<file path="src/rtl/gpio_serial_rx_fifo.sv">
// GPIO serial receiver: start/data/stop deframer feeding a show-ahead FIFO.
// The last good word is mirrored on pin_status; overrun is sticky until reset.
module gpio_serial_rx_fifo #(
   parameter int DSIZE = 8,
   parameter int ASIZE = 4
) (
   input  logic             rclk,
   input  logic             rrst_n,
   input  logic             gpio_direction,
   input  logic             gpio_in,
   input  logic             rinc,
   output logic [DSIZE-1:0] rdata,
   output logic             rempty,
   output logic             rfull,
   output logic [ASIZE:0]   rcount,
   output logic [DSIZE-1:0] pin_status,
   output logic             frame_err,
   output logic             overrun
);

   localparam int CW    = $clog2(DSIZE + 1);
   localparam int DEPTH = 1 << ASIZE;

   typedef enum logic [1:0] {IDLE, DATA, STOP} state_t;

   state_t           state;
   logic [CW-1:0]    bit_cnt;
   logic [DSIZE-1:0] shreg;
   logic [ASIZE:0]   wptr;
   logic [ASIZE:0]   rptr;
   logic [DSIZE-1:0] mem [DEPTH];
   logic             good;
   logic             bad;
   logic             pop;
   logic             push;

   assign good   = (state == STOP) && !gpio_direction && gpio_in;
   assign bad    = (state == STOP) && !gpio_direction && !gpio_in;
   assign rempty = (wptr == rptr);
   assign rfull  = (wptr[ASIZE-1:0] == rptr[ASIZE-1:0]) &&
                   (wptr[ASIZE] != rptr[ASIZE]);
   assign pop    = rinc && !rempty;
   assign push   = good && (!rfull || pop);
   assign rcount = wptr - rptr;
   assign rdata  = mem[rptr[ASIZE-1:0]];

   // Deframer FSM with registered status outputs.
   // Bits shift in from the top so the first (LSB) bit lands in bit 0.
   always_ff @(posedge rclk or negedge rrst_n) begin
      if (!rrst_n) begin
         state      <= IDLE;
         bit_cnt    <= '0;
         shreg      <= '0;
         pin_status <= '0;
         frame_err  <= 1'b0;
         overrun    <= 1'b0;
      end else begin
         frame_err <= bad;
         if (gpio_direction) begin
            state   <= IDLE;
            bit_cnt <= '0;
         end else begin
            unique case (state)
               IDLE: begin
                  if (!gpio_in) begin
                     state   <= DATA;
                     bit_cnt <= '0;
                  end
               end
               DATA: begin
                  shreg   <= {gpio_in, shreg[DSIZE-1:1]};
                  bit_cnt <= bit_cnt + 1'b1;
                  if (bit_cnt == CW'(DSIZE - 1))
                     state <= STOP;
               end
               STOP: begin
                  state <= IDLE;
                  if (gpio_in) begin
                     pin_status <= shreg;
                     if (rfull && !pop)
                        overrun <= 1'b1;
                  end
               end
               default: state <= IDLE;
            endcase
         end
      end
   end

   // FIFO storage and pointers; a pop on a full FIFO frees the slot
   // that the same-cycle push then reuses.
   always_ff @(posedge rclk or negedge rrst_n) begin
      if (!rrst_n) begin
         wptr <= '0;
         rptr <= '0;
         for (int i = 0; i < DEPTH; i++)
            mem[i] <= '0;
      end else begin
         if (push) begin
            mem[wptr[ASIZE-1:0]] <= shreg;
            wptr <= wptr + 1'b1;
         end
         if (pop)
            rptr <= rptr + 1'b1;
      end
   end

endmodule

</file>
<file path="config.mk">
export PLATFORM = sky130hd
export DESIGN_NAME = gpio_serial_rx_fifo
export DESIGN_NICKNAME = d
export VERILOG_FILES = /design/src/rtl/gpio_serial_rx_fifo.sv
export SDC_FILE = /design/constraint.sdc
export NUM_CORES = 1
export LEC_CHECK = 0
export ABC_AREA = 0
export BUFFER_PORTS_ARGS = -buffer_cell sky130_fd_sc_hd__buf_2
export CAP_MARGIN = 20
export CORE_MARGIN = 2
export CORE_UTILIZATION = 55
export CTS_BUF_LIST = sky130_fd_sc_hd__clkbuf_8
export DETAILED_ROUTE_END_ITERATION = 16
export PLACE_DENSITY = 0.72
export SLEW_MARGIN = 20
export SYNTH_ARGS = -nofsm -noshare
export SYNTH_HDL_FRONTEND = slang
export SYNTH_SLANG_ARGS = --single-unit
export TNS_END_PERCENT = 50
</file>
<file path="constraint.sdc">
create_clock -name rclk -period 3.05 [get_ports rclk]
set_input_delay 0.305 -clock rclk [delete_from_list [all_inputs] [get_ports rclk]]
set_output_delay 0.305 -clock rclk [all_outputs]
set_load 0.05 [all_outputs]
</file>
==> Word-level counts from Yosys, hierarchy flattened <==
Cells that the tools add are included.
{ "totals": {"memories": 0, "word_cells": 76, "ram_bits": 0, "output_inout_bits": 25, "latchBits": 0, "in_bits": 5, "reg_bits": 162, "rom_bits": 0} }
{ "op_classes": {"n_mux": 13, "n_mul": 0, "order_cmp": 3, "n_reduce_logical": 21, "n_addsub": 4, "div_mod_pow": 0, "n_eq_ne": 8, "bitwise": 3, "shifts": 0} }
{ "op_table": {"columns": ["cell", "count"], "rows": [
  ["$bwmux 128", 1],
  ["$bmux 8 s4", 1],
  ["$demux 8 s4", 1],
  ["$mux 8", 3],
  ["$add 5x1->5 const B", 2],
  ["$ge 5x5->1 const B", 2],
  ["$not 4->5", 2],
  ["$logic_and 1x1->1", 8],
  ["$mux 4", 2],
  ["$pmux 4 s2", 1],
  ["$mux 2", 3],
  ["$ne 3x3->1 const B", 2],
  ["$reduce_and 2->1", 3],
  ["$eq 5x5->1", 1],
  ["$logic_not 1->1", 5],
  ["$lt 5x1->1 const B", 1],
  ["$sub 5x5->5", 1],
  ["$add 4x1->4 const B", 1],
  ["$eq 4x3->1 const B", 1],
  ["$eq 4x4->1", 1],
  ["$pmux 2 s2", 1],
  ["$reduce_and 4->1", 1],
  ["$reduce_and 3->1", 1],
  ["$reduce_bool 3->1", 1],
  ["6 further kinds", 6]
]} }

==> Depth between registers and ports, before layout <==
{ "logic_depth": {"depth_word": 6, "ltp_mapped": 10} }

==> Worst setup path after synthesis <==
Ideal clock, no wire load.
{ "synth_timing": {"path_kind": "reg2out", "startpoint": "register rptr[1]", "endpoint": "output rdata[2]", "arrival_time_ps": 2474, "setup_slack_ps": 271, "t_required_ps": 2745, "path_stages_with_launch": 7, "path_buffers": 2, "cell_sequence": "dfrtp_1 -> clkbuf_1 -> clkbuf_1 -> mux2i_1 -> a22oi_1 -> mux2i_1 -> o21ai_0"} }
{ "synth_via": {"elab_chain_cells": 4} }
{ "synth_rtl": {"columns": ["element", "line_no", "source"], "rows": [
  ["start: declaration", "30", "logic [ASIZE:0] rptr;"],
  ["start signal: assignment", "104", "rptr <= rptr + 1'b1;"],
  ["$not 4->5 (not written as such)", "45", "assign rdata = mem[rptr[ASIZE-1:0]];"],
  ["$bmux 8 s4", "45", null],
  ["$mux 8 (not written as such) (2 in a row)", "45", null],
  ["end: declaration", "12", "output logic [DSIZE-1:0] rdata,"]
]} }
Every way passes these cells. The select of a mux whose other input is x is not followed.

==> Worst setup path in the final report <==
{ "layout_timing": {"startpoint": "register rptr[2]", "endpoint": "output rdata[7]"} }
Same word-level chain as after synthesis.

==> impl_results.md <==
* Area taken by multi-input logic gates at 3380 um^2
* Total die area at 14900 um^2
* Final setup vio count at 0
* Number of max-cap violations at 0
* Multiplexer area fraction after synthesis at 0.322
* CTS tree: built
* Most common cell after layout, fill and taps aside: dfrtp_1
* Total vias in the final route at 4341
* Cell variety after synth at 42
* DP HPWL at 10.5 mm
* Critical-path cell list: and2_1 -> a22oi_1 -> mux2i_1 -> o21ai_0 -> buf_2
* Simple-gate share of the synthesized area at 0.0480
* Mean number of vias per cell at 5.91
* Final-stage net count at 558
* Top cell type's share of synthesized area at 0.529
* Number of design-rule violations left by the first detailed-router iteration at 260
* Worst-Skew Late Latency at ~0.46 ns
* Fin util at 0.619
* Critical Path Max Stage Delay at approximately 0.45 ns
* Deepest level of the CTS H-tree at 4
* CP bufs+invs at 1
* Max Slew Vio Count at 0
* Highest-count cells in the layout ignoring fill and taps: dfrtp_1, mux2_2, buf_2
* Flip-flop and latch count after synthesis at 162
* Endpoint arrival time on the critical path at 2.41 ns
* Result of the run: completed
* FILL cells at 1046
* Standard-cell row count at 43
* Post-synthesis adder-cell area fraction at 0.0189
* Number of buffers added by the clock tree synthesis step at 17
* Maximum clock frequency at 368 MHz
* Effective utilization at floorplan at 0.559
* Wire length of the first global-routing pass at 25.5 mm
* Shortest clock period the worst path allows after layout at 2.72 ns
* Remaining antenna violation count at 0
* Layout cells sized above 1 at 0.464
* Sum of overflow across all layers after global routing at 0
* Transition at the pin with the smallest max-transition slack at 0.844 ns
* Number of standard cells after synthesis at 515
* Post-CTS Setup Repair Bufs at 0
* CP Depth at 5
* Path type of the worst min-delay path: input pin to flip-flop
* Critical-path cell with the highest stage delay: dfrtp_1
* Final setup skew at a little over 0.01 ns
* Reg clk slew, reported paths at 0.08 ns
* Share of the synthesized area in compound gates (AO/OA/AOI/OAI) at 0.0371
* Average detailed-routed wire length per instance at 21.6 um
* Leak Pwr at 4.19 nW
* Router iterations before antenna repair at 4
* Clk buf depth at 2
* Total negative slack at 0 ns
* Family of cells with the greatest summed delay on the critical path: compound AO/OA/AOI/OAI gates
* Yosys warning total at 0
* Power density over cell area at 729 nW/um^2
* Initial antenna violation count at 0
* Die height at 122 um
* Growth of design area from synthesis to finish at 10.8%
* Total Routed Length at 15.8 mm
* Count of cells along the worst register-to-register path at 7
* Cell Area, Synth at approximately 7700 um^2
* Width of the die at 122 um
* Final count of hold timing violations at 0
* Total Routing Usage GR at 0.234
* Sequential standard cell area at 4060 um^2
* Largest net degree at the start of global routing at approximately 90
* Number of global-route vias before repair at 4497
* Main area contributors after synthesis: dfrtp_1, mux2_2, mux4_2
* Drt drc at 0
* Average cell area after synthesis at 14.9 um^2
* Maximum fanout along the worst path at 9
* Final antenna diode count at 0
* Main combinational cell family by area after synthesis: multiplexers
* IO Pins at 30
* Worst-case headroom to the max-slew limit at 0.437
* Placer congestion estimate at 0.847
* Total design power at 6.19 mW
* Endpoint kind of the worst setup timing path: primary output
* Nature of the critical path startpoint: flip-flop
* Setup repair after global routing missed its margin: false
* Core region area at around 14000 um^2
* Worst Hold Depth at 2
* Post-cts repair resize count at 0
* Clock tree sinks at 162
* VDD IR-drop max at 0.000362 V
* Share of the clock period used by the worst path after layout at 0.891
* Port-buffer cells at 29
* Register area share after synthesis at 0.529
* Xor-xnor portion of the synthesized cell area at 0.0149
* Worst Path Required at between 2 and 3 ns
* Root buffer cell: clkbuf_8
* Number of nets produced by synthesis at 531
* Start-to-end type of the worst setup path: flip-flop to primary output
* Dominant cell type by area after synthesis: dfrtp_1
==> layout make-up <==
class	instances	area share
sequential	162	0.478
inverter	11	0.00487
multi-input combinational	307	0.398
clock inverter	14	0.0317
tap	180	0.0265
clock buffer	17	0.0276
timing repair buffer	43	0.0335
==> registers in the layout, indices dropped and copies added (netlist names) <==
signal and flops:
wptr 5, rptr 5, shreg 8, bit_cnt 4, frame_err 1, overrun 1, pin_status 8, state 2
mem 128
==> per-stage QoR <==
| stage | area [um^2] | std cells | hold slack, ns | setup WS [ns] |
|---|---|---|---|---|
| 6_report | 8490 | 734 | 0.0519 | 0.332 |
| 3_3_place_gp | 7970 | 702 | 0.438 | 0.494 |
| 2_1_floorplan | 7660 | 515 | 0.00941 | 0.271 |
| 5_1_grt | 8490 | 734 | 0.0276 | 0.173 |
| 4_1_cts | 8490 | 734 | 0.0236 | 0.334 |
| 3_5_place_dp | 7970 | 702 | 0.443 | 0.398 |
==> timing repair <==
| item | CTS | global route |
|---|---|---|
| hold buffers | 1 | 0 |
| endpoints found under the hold margin | 86 | 0 |
| endpoints found under the setup margin | 0 | 0 |
==> power breakdown <==
| group | total [mW] | switching [mW] | internal, mW |
|---|---|---|---|
| sequential | 2.60 | 0.376 | 2.22 |
| combinational | 1.61 | 1.04 | 0.562 |
| clock | 1.98 | 0.776 | 1.20 |
| total | 6.19 | 2.20 | 3.99 |
==> path summary, 6_finish.rpt <==
check | startpoint | endpoint | slack (ns)
worst max-delay path | rptr[2]$_DFFE_PN0P_ | rdata[7] | 0.33
worst min-delay path | gpio_in | frame_err$_DFF_PN0_ | 0.05
worst max register to register | rptr[2]$_DFFE_PN0P_ | mem[110]$_DFFE_PN0P_ | 0.36
worst min register to register | overrun$_DFFE_PN0P_ | overrun$_DFFE_PN0P_ | 0.50
max in group asynchronous | rrst_n | mem[75]$_DFFE_PN0P_ | 1.76
min in group asynchronous | rrst_n | mem[66]$_DFFE_PN0P_ | 0.49
==> synthesized netlist by cell type (all sizes together) <==
cell type and instances:
o31a 1, xnor2 10, a21o 4, ha 10, nor3 1, and2 2, nand2b 1, nand3 15
mux2i 24, mux4 24, nor3b 1, nor4b 1, xor2 3, inv 11, o21ai 11, buf 21
a2bb2oi 1, nor2b 4, clkbuf 14, nand2 6, a22oi 9, fa 1, nor4 1, a211oi 1
mux2 145, o21a 1, nor2 11, a21oi 4, dfrtp 162, and3 3, a32oi 8, nand4 3
and4bb 1
==> worst register-to-register path, cell delays in order (launching register included) <==
cell     delay (ns)
dfrtp_1        0.46
inv_1          0.20
ha_1           0.40
nand4_1        0.25
o31a_4         0.40
buf_4          0.23
nand3_2        0.26
mux2_2         0.38
==> kinds of logic after synthesis <==
kind of cell             count (synthesis)
multiplexers                           193
flip-flops                             162
AND/OR/NAND/NOR                         50
buffers and inverters                   46
AO/OA/AOI/OAI                           40
XOR/XNOR                                13
adder cells (fa/ha/maj)                 11
==> metal layers <==
layer / share of wire / GRT usage / wire length (um)
met1: 0.46 / 0.328 / 7300
met2: 0.47 / 0.361 / 7470
met3: 0.049 / 0.0557 / 772
met4: 0.019 / 0.0812 / 308
met5: 0 / 0 / 0
Power figures use the tool's default switching activity.
